--- src/rtl/fetch_pkg.sv ---
// Shared types and constants for the instruction fetch stage and its decoder neighbour.
package fetch_pkg;

    typedef enum logic [1:0] {
        FETCH   = 2'd0,
        FULL    = 2'd1,
        DISCARD = 2'd2
    } fetch_state_t;

    localparam int unsigned INSTR_WIDTH = 32;
    localparam int unsigned PC_STEP     = 4;

    // addi x0,x0,0: the only safe bubble, since the decoder's default decode writes a register
    localparam logic [INSTR_WIDTH-1:0] NOP_INSTR = 32'h0000_0013;

    localparam logic [6:0] OPC_LOAD   = 7'b0000011;
    localparam logic [6:0] OPC_STORE  = 7'b0100011;
    localparam logic [6:0] OPC_OP     = 7'b0110011;
    localparam logic [6:0] OPC_BRANCH = 7'b1100011;
    localparam logic [6:0] OPC_OP_IMM = 7'b0010011;
    localparam logic [6:0] OPC_JAL    = 7'b1101111;
    localparam logic [6:0] OPC_JALR   = 7'b1100111;
    localparam logic [6:0] OPC_LUI    = 7'b0110111;

endpackage

--- src/rtl/if_id_reg.sv ---
// IF/ID pipeline register: load a fetched instruction, hold it, or replace it with a NOP bubble.
module if_id_reg
    import fetch_pkg::*;
#(
    parameter int unsigned ADDR_WIDTH = 32,
    parameter int unsigned DATA_WIDTH = 32
) (
    input  logic                  clk_i,
    input  logic                  rst_i,
    input  logic                  load_i,
    input  logic                  bubble_i,
    input  logic [DATA_WIDTH-1:0] instr_i,
    input  logic [ADDR_WIDTH-1:0] pc_i,
    input  logic [ADDR_WIDTH-1:0] pc_plus4_i,
    output logic [DATA_WIDTH-1:0] instr_o,
    output logic [ADDR_WIDTH-1:0] pc_o,
    output logic [ADDR_WIDTH-1:0] pc_plus4_o,
    output logic                  valid_o
);

    logic [DATA_WIDTH-1:0] instr_q, instr_d;
    logic [ADDR_WIDTH-1:0] pc_q, pc_d;
    logic [ADDR_WIDTH-1:0] pc_plus4_q, pc_plus4_d;
    logic                  valid_q, valid_d;

    // Bubble wins over load; the pc fields of a bubble are left as they were
    always_comb begin
        instr_d    = instr_q;
        pc_d       = pc_q;
        pc_plus4_d = pc_plus4_q;
        valid_d    = valid_q;
        if (bubble_i) begin
            instr_d = DATA_WIDTH'(NOP_INSTR);
            valid_d = 1'b0;
        end else if (load_i) begin
            instr_d    = instr_i;
            pc_d       = pc_i;
            pc_plus4_d = pc_plus4_i;
            valid_d    = 1'b1;
        end
    end

    always_ff @(posedge clk_i or posedge rst_i) begin
        if (rst_i) begin
            instr_q    <= DATA_WIDTH'(NOP_INSTR);
            pc_q       <= '0;
            pc_plus4_q <= '0;
            valid_q    <= 1'b0;
        end else begin
            instr_q    <= instr_d;
            pc_q       <= pc_d;
            pc_plus4_q <= pc_plus4_d;
            valid_q    <= valid_d;
        end
    end

    assign instr_o    = instr_q;
    assign pc_o       = pc_q;
    assign pc_plus4_o = pc_plus4_q;
    assign valid_o    = valid_q;

endmodule

--- src/rtl/fetch_unit.sv ---
// Instruction fetch stage: PC, single-outstanding imem handshake, one-entry skid buffer and IF/ID register.
module fetch_unit
    import fetch_pkg::*;
#(
    parameter int unsigned            ADDR_WIDTH = 32,
    parameter int unsigned            DATA_WIDTH = 32,
    parameter logic [ADDR_WIDTH-1:0]  RESET_PC   = '0
) (
    input  logic                  clk_i,
    input  logic                  rst_i,
    input  logic                  stall_i,
    input  logic                  flush_i,
    input  logic [ADDR_WIDTH-1:0] redirect_pc_i,
    output logic                  imem_req_o,
    output logic [ADDR_WIDTH-1:0] imem_addr_o,
    input  logic [DATA_WIDTH-1:0] imem_rdata_i,
    input  logic                  imem_valid_i,
    output logic [DATA_WIDTH-1:0] instr_d_o,
    output logic [ADDR_WIDTH-1:0] pc_d_o,
    output logic [ADDR_WIDTH-1:0] pc_plus4_d_o,
    output logic                  valid_d_o
);

    fetch_state_t          state_q, state_d;
    logic [ADDR_WIDTH-1:0] pc_q, pc_d;
    logic [ADDR_WIDTH-1:0] tgt_q, tgt_d;
    logic [DATA_WIDTH-1:0] skid_instr_q, skid_instr_d;
    logic [ADDR_WIDTH-1:0] skid_pc_q, skid_pc_d;
    logic [ADDR_WIDTH-1:0] skid_pc4_q, skid_pc4_d;
    logic                  req_q, req_d;

    logic                  hs;
    logic [ADDR_WIDTH-1:0] pc_plus4;
    logic                  ifid_load;
    logic                  ifid_bubble;
    logic [DATA_WIDTH-1:0] ifid_instr;
    logic [ADDR_WIDTH-1:0] ifid_pc;
    logic [ADDR_WIDTH-1:0] ifid_pc4;

    assign hs       = req_q & imem_valid_i;
    assign pc_plus4 = pc_q + ADDR_WIDTH'(PC_STEP);

    always_ff @(posedge clk_i or posedge rst_i) begin
        if (rst_i) begin
            state_q      <= FETCH;
            pc_q         <= RESET_PC;
            tgt_q        <= '0;
            skid_instr_q <= DATA_WIDTH'(NOP_INSTR);
            skid_pc_q    <= '0;
            skid_pc4_q   <= '0;
            req_q        <= 1'b0;
        end else begin
            state_q      <= state_d;
            pc_q         <= pc_d;
            tgt_q        <= tgt_d;
            skid_instr_q <= skid_instr_d;
            skid_pc_q    <= skid_pc_d;
            skid_pc4_q   <= skid_pc4_d;
            req_q        <= req_d;
        end
    end

    // Next state; only an outstanding request that gets flushed needs DISCARD
    always_comb begin
        state_d = state_q;
        case (state_q)
            FETCH: begin
                if (flush_i) begin
                    state_d = (req_q && !imem_valid_i) ? DISCARD : FETCH;
                end else if (hs && stall_i) begin
                    state_d = FULL;
                end
            end
            FULL: begin
                if (flush_i || !stall_i) begin
                    state_d = FETCH;
                end
            end
            DISCARD: begin
                if (hs) begin
                    state_d = FETCH;
                end
            end
            default: state_d = FETCH;
        endcase
    end

    // Datapath controls: PC, redirect target, skid buffer and IF/ID load/bubble
    always_comb begin
        pc_d         = pc_q;
        tgt_d        = tgt_q;
        skid_instr_d = skid_instr_q;
        skid_pc_d    = skid_pc_q;
        skid_pc4_d   = skid_pc4_q;
        ifid_load    = 1'b0;
        ifid_bubble  = 1'b0;
        ifid_instr   = imem_rdata_i;
        ifid_pc      = pc_q;
        ifid_pc4     = pc_plus4;
        req_d        = (state_d != FULL);
        case (state_q)
            FETCH: begin
                if (flush_i) begin
                    ifid_bubble = 1'b1;
                    if (req_q && !imem_valid_i) begin
                        tgt_d = redirect_pc_i;
                    end else begin
                        pc_d = redirect_pc_i;
                    end
                end else if (hs) begin
                    pc_d = pc_plus4;
                    if (stall_i) begin
                        skid_instr_d = imem_rdata_i;
                        skid_pc_d    = pc_q;
                        skid_pc4_d   = pc_plus4;
                    end else begin
                        ifid_load = 1'b1;
                    end
                end
            end
            FULL: begin
                ifid_instr = skid_instr_q;
                ifid_pc    = skid_pc_q;
                ifid_pc4   = skid_pc4_q;
                if (flush_i) begin
                    ifid_bubble = 1'b1;
                    pc_d        = redirect_pc_i;
                end else if (!stall_i) begin
                    ifid_load = 1'b1;
                end
            end
            DISCARD: begin
                if (flush_i) begin
                    ifid_bubble = 1'b1;
                    if (hs) begin
                        pc_d = redirect_pc_i;
                    end else begin
                        tgt_d = redirect_pc_i;
                    end
                end else if (hs) begin
                    pc_d = tgt_q;
                end
            end
            default: ;
        endcase
    end

    if_id_reg #(
        .ADDR_WIDTH (ADDR_WIDTH),
        .DATA_WIDTH (DATA_WIDTH)
    ) u_if_id (
        .clk_i      (clk_i),
        .rst_i      (rst_i),
        .load_i     (ifid_load),
        .bubble_i   (ifid_bubble),
        .instr_i    (ifid_instr),
        .pc_i       (ifid_pc),
        .pc_plus4_i (ifid_pc4),
        .instr_o    (instr_d_o),
        .pc_o       (pc_d_o),
        .pc_plus4_o (pc_plus4_d_o),
        .valid_o    (valid_d_o)
    );

    assign imem_req_o  = req_q;
    assign imem_addr_o = pc_q;

endmodule

--- config.mk ---
export PLATFORM = sky130hd
export DESIGN_NAME = fetch_unit
export DESIGN_NICKNAME = d
export VERILOG_FILES = /design/src/rtl/fetch_pkg.sv /design/src/rtl/if_id_reg.sv /design/src/rtl/fetch_unit.sv
export SDC_FILE = /design/constraint.sdc
export NUM_CORES = 1
export LEC_CHECK = 0
export ABC_AREA = 1
export ABC_CLOCK_PERIOD_IN_PS = 15400
export BUFFER_PORTS_ARGS = -buffer_cell sky130_fd_sc_hd__buf_2
export CORE_MARGIN = 2
export CORE_UTILIZATION = 45
export DETAILED_ROUTE_END_ITERATION = 8
export PLACE_DENSITY = 0.66
export SLEW_MARGIN = 20
export SYNTH_ARGS = -nofsm -noshare
export SYNTH_HDL_FRONTEND = slang
export SYNTH_SLANG_ARGS = --single-unit
--- constraint.sdc ---
create_clock -name clk_i -period 15.4 [get_ports clk_i]
set_clock_uncertainty 0.2 [all_clocks]
set_input_delay 1.54 -clock clk_i [delete_from_list [all_inputs] [get_ports clk_i]]
set_output_delay 1.54 -clock clk_i [all_outputs]
set_load 0.01 [all_outputs]
Yosys cells after proc, flatten, opt, wreduce, memory -nomap -nowiden

Index checks and enable logic that the tools add are counted.

Bits in registers: 260
Output and inout port bits: 130
Logic and storage cells: 73

$add $sub $neg: 1
Equal/unequal tests: 11
Mux-type cells: 33
Bitwise gates (word level): 3
Reductions and logical operators: 14

Operators by type and width:

| cell                                                                    | count |
|---|---|
| 32-bit two-way mux                                                      | 16 |
| 32-bit case mux with 3 select lines                                     | 1 |
| 32-bit case mux with 2 select lines                                     | 1 |
| 32-bit by 3-bit adder with 32-bit output, second input constant         | 1 |
| 2-bit inequality test, second input constant                            | 6 |
| 2-bit two-way mux                                                       | 5 |
| 5-bit AND reduction                                                     | 2 |
| 1-bit two-way mux                                                       | 8 |
| 3-bit inequality test, second input constant                            | 2 |
| 2-bit case mux with 3 select lines                                      | 1 |
| 4-bit AND reduction                                                     | 1 |
| 2-bit nonzero test                                                      | 2 |
| 3-bit nonzero test                                                      | 1 |
| 3-bit OR reduction                                                      | 1 |
| 2-bit by 1-bit == test with 1-bit output, second input constant         | 1 |
| 2-bit == test, second input constant                                    | 1 |
| 1-bit logical AND                                                       | 2 |
| 1-bit zero test                                                         | 2 |
| 2-bit zero test                                                         | 1 |
| 2-bit by 1-bit inequality test with 1-bit output, second input constant | 1 |
| 1-bit NOT                                                               | 2 |
| 1-bit case mux with 2 select lines                                      | 1 |
| 2-bit AND reduction                                                     | 1 |
| 1-bit AND                                                               | 1 |
| 1-bit logical OR                                                        | 1 |

Logic depth before layout (Yosys ltp)

Depth after elaboration: 6
Mapped depth: 12
Gate-level depth less buffers: 12

Modules after synthesis

A second synthesis with hierarchy kept.

Cell total of the unflattened synthesis: 1714
Area, all modules: 13050.0 um^2

By module, submodules not included:

| module     | instances | cells each | area an instance (um^2) | sequential area each (um^2) |
|---|---|---|---|---|
| fetch_unit | 1         | 1292       | 9241.4                  | 4032.6 |
| if_id_reg  | 1         | 422        | 3808.7                  | 2431.1 |

Worst setup path before layout

Ideal clock, no wire load.

Kind: input port to flip-flop
From: input port imem_valid_i
To: register u_if_id.pc_plus4_q[27], in the netlist u_if_id.pc_plus4_o[27]
Setup time: 0.122 ns
Data arrival time: 2.456 ns
Required time: 15.078 ns
Setup slack: 12.622 ns
Cell stages on the path: 9
Cell sequence: nand2_1 > inv_2 > nand4_1 > nand2_2 > inv_2 > buf_4 > buf_2 > a21oi_1 > a21oi_1

Cells in the longest elaborated chain, start to end: 5

RTL lines:

| element                              | line              | text |
|---|---|---|
| start, declared                      | fetch_unit.sv:17  | `input logic imem_valid_i,` |
| 1-bit AND                            | fetch_unit.sv:40  | `assign hs = req_q & imem_valid_i;` |
| 1-bit two-way mux                    | fetch_unit.sv:110 | `end else if (hs) begin` |
| 1-bit two-way mux                    | fetch_unit.sv:103 | `if (flush_i) begin` |
| 1-bit case mux with 2 select lines   | fetch_unit.sv:101 | `case (state_q)` |
| 2-bit AND reduction (no source line) | -                 |  |
| end signal, assigned                 | if_id_reg.sv:52   | `pc_plus4_q <= pc_plus4_d;` |
| end, declared                        | if_id_reg.sv:23   | `logic [ADDR_WIDTH-1:0] pc_plus4_q, pc_plus4_d;` |

Every way passes these cells.
A chain may end at the register's enable or synchronous reset.

Worst setup path in the final report

From: input port flush_i
To: register u_if_id.pc_plus4_q[21], in the netlist u_if_id.pc_plus4_o[21]

Cells in the longest elaborated chain, start to end: 4
Elaborated cells on any way between the ends: 7

RTL lines:

| element                                | line                                                    | text |
|---|---|---|
| start, declared                        | fetch_unit.sv:12                                        | `input logic flush_i,` |
| 1-bit two-way mux                      | fetch_unit.sv:103, fetch_unit.sv:125, fetch_unit.sv:133 |  |
| 1-bit two-way mux                      | -                                                       |  |
| 1-bit NOT (no source line)             | -                                                       |  |
| 2-bit AND reduction (no source line) * | -                                                       |  |

Mark *: on every way between the ends. The rest lies on a longest branch, timed or not.

==> run metrics <==
sequential cell area fraction in the yosys report=0.5124; worst setup margin=about 11000 ps; Synth Net Count=between 1500 and 2000; post-cts gate resize count=0; setup_tns=0 ps; flops & latches, synth=about 260; maximum clock rate=217.2 MHz; endpoint type of the worst setup path=flop; post-synthesis mux area share=0.006797; Nets=around 1800; final hold violation count=0; H-tree Lvls=1; MaxCap Viol Count=0; Area Growth Syn to Fin=16.69%; Remaining Overflow, GRT=0; pre-CTS WS=approximately 10000 ps; hold worst-path end=u_if_id.valid_o; P_leak=between 7 and 8 nW; Post-Synthesis Cells=between 1500 and 2000; first-pass GRT wire length=around 54000 microns; power share of the sequential group=0.422; Port Buffers=between 150 and 200; Die Span Y=170.8 microns; slowest CP cell=buf_4; Core Footprint=0.02755 sq mm; vias in the first global route=9930; CTS tree=yes; Int Pwr=about 1.7 mW; commonest non-fill, non-tap cell in the layout=nand2_1; Num CTS Buffers=28; status=completed; largest family of logic cells by synthesized area=simple AND/OR/NAND/NOR gates; Worst Path Required=15680 ps; CTS Buffer Depth=3; Slew headroom=0.2872; Clock Latency Late Sink=between 500 and 600 ps; Routed wire per std cell=around 16 microns; std cell rows=61; vias=11044; I/O pin total=roughly 200; effective utilization at floorplan=0.4543; async set-reset flop share out of synthesis=1.000; share of total power in the clock network=0.256; HP Start=u_if_id.valid_o; Post-Synth Simple-Gate Area=0.2245; Final setup violation count=0; Worst Tran Pin Value=1068 ps; Largest stage delay, worst path=about 620 ps; most frequent cells in the layout=nand2_1, dfrtp_1, o21ai_0, buf_2, inv_1; arrival time worst endpoint=between 4000 and 5000 ps; Final period util=0.2990; DRC errors left=0; pwr/cell area=~190 mW/mm^2; number of setup buffers added after CTS=0; Post-CTS Hold Buffers=0; Critical Path Source Type=input pin; Final ANT Viol Nets=0; via density per instance=a little over 5; XOR/XNOR share of the synthesized area=0.01110; ant diodes=0; synth unique cells=32; ys flop type=dfrtp_1; share of cells above drive strength 1=0.1715; die width=170.8 microns; Period minus WS final=4605 ps; Reg2Reg Depth=10; Final Max Tran Viols=0; worst-case vdd ir drop=a little over 0.00009 V; hold crit path type=reg2reg; Routed WL=~33000 microns; Ys Warns=0; antenna violations before repair=0; CP Cell Sequence=buf_2 -> inv_2 -> buf_4 -> nand4_1 -> nand2_2 -> buf_4 -> inv_2 -> buf_4 -> a21oi_1 -> o21ai_0 -> nand2_1; DR pass1 iterations=5; Synth Area in Adders=0.004998; largest net degree at the start of global routing=roughly 100; WHS=264.4 ps; Placer Congestion=0.8223; drt first-iter violations=between 1000 and 1500; Die Footprint=between 0.02 and 0.03 sq mm; WS Path Type=in2reg; worst-path fanout max=between 80 and 90; synthesized cell area=about 0.013 sq mm; worst r2r src=state_q[1]; clock tree sinks=256; Compound-Gate Fraction of Synth Area=0.1654; Post-synth EDFFs=0; switching share of total power=0.3808; Comb pwr share=0.322; Most common cell on crit path=buf_4; Overall Global Routing Usage=0.2287; Design Power=2.776 mW; R2R setup slack=between 10000 and 15000 ps; Hold Path Stages=2; average instance area after synthesis=approximately 7.8 sq um; R2R Path End=u_if_id.pc_plus4_o[21]; dpl hpwl=between 20000 and 25000 microns; clock root buffer=clkbuf_16; RSZ-0062 raised after global routing=no; Reg clk slew, reported paths=~60 ps; P_sw=approximately 1.1 mW
cells in the mapped netlist, types with 14 or more instances:
library cell	count	area share
a22oi_1	21	0.013
nand2_1	571	0.17
clkbuf_1	48	0.014
nor2_1	87	0.026
dfrtp_1	250	0.50
nand3_1	28	0.011
o21ai_0	215	0.086
buf_2	33	0.013
a21oi_1	100	0.040
a31oi_1	41	0.020
inv_1	116	0.035
xor2_1	14	0.0098
critical path, delay by kind of cell:
family	cells	cell delay (ps)
buffers and inverters	6	2510
AND/OR/NAND/NOR	3	410
AO/OA/AOI/OAI	2	330
routing by layer:
layer,GRT usage,vias up,share of wire
met1,0.3577,5228,0.49
met4,0.04051,0,0.010
met3,0.03308,33,0.069
met2,0.3390,346,0.43
met5,0,-,0
li1,-,5437,-
cell families after synthesis:
| logic type | Yosys count |
|---|---|
| simple gates | 713 |
| compound gates | 389 |
| fa+ha+maj | 5 |
| buf+inv | 222 |
| mux | 6 |
| flops | 256 |
| xor+xnor | 15 |
worst max-delay path by stage:
stage,startpoint,endpoint
after floorplan,rst_i,imem_addr_o[0]
after global placement,flush_i,u_if_id.pc_plus4_o[22]
after detailed placement,flush_i,u_if_id.pc_plus4_o[21]
after CTS,flush_i,u_if_id.pc_plus4_o[21]
after global routing,flush_i,u_if_id.pc_plus4_o[20]
final,flush_i,u_if_id.pc_plus4_o[21]
flip-flops by register name (all words and copies together), names as in the netlist:
register	flops
skid_instr_q	32
imem_addr_o	32
u_if_id.pc_plus4_o	32
skid_pc_q	32
u_if_id.instr_o	32
state_q	2
imem_req_o	1
u_if_id.valid_o	1
skid_pc4_q	30
u_if_id.pc_o	30
tgt_q	32
through the flow:
stage	std cells	utilization	instance area, sq um
floorplan	1606	-	12520
global placement	2093	0.4941	13610
detailed placement	2093	0.4941	13610
CTS	2145	0.5300	14600
global route	2145	0.5301	14610
finish	2145	0.5301	14610
area by class of cell:
cell class              instances  area (sq um)
fillers                      2650         12950
flip-flops and latches        256          6414
multi-input cells            1128          5186
repair buffers                210          1081
clock buffers                  41         860.8
well taps                     378         473.0
inverters                     121         461.7
clock inverters                11         130.1
power by group through the flow:
stage | sequential [mW] | clock [mW] | combinational [mW]
after floorplan | 1.17 | 0 | 0.549
after global placement | 1.17 | 0 | 0.875
after detailed placement | 1.18 | 0 | 0.891
after CTS | 1.17 | 0.724 | 0.897
after global routing | 1.20 | 0.753 | 1.02
final | 1.17 | 0.711 | 0.894
No activity file was read; power rests on OpenSTA's default activity.
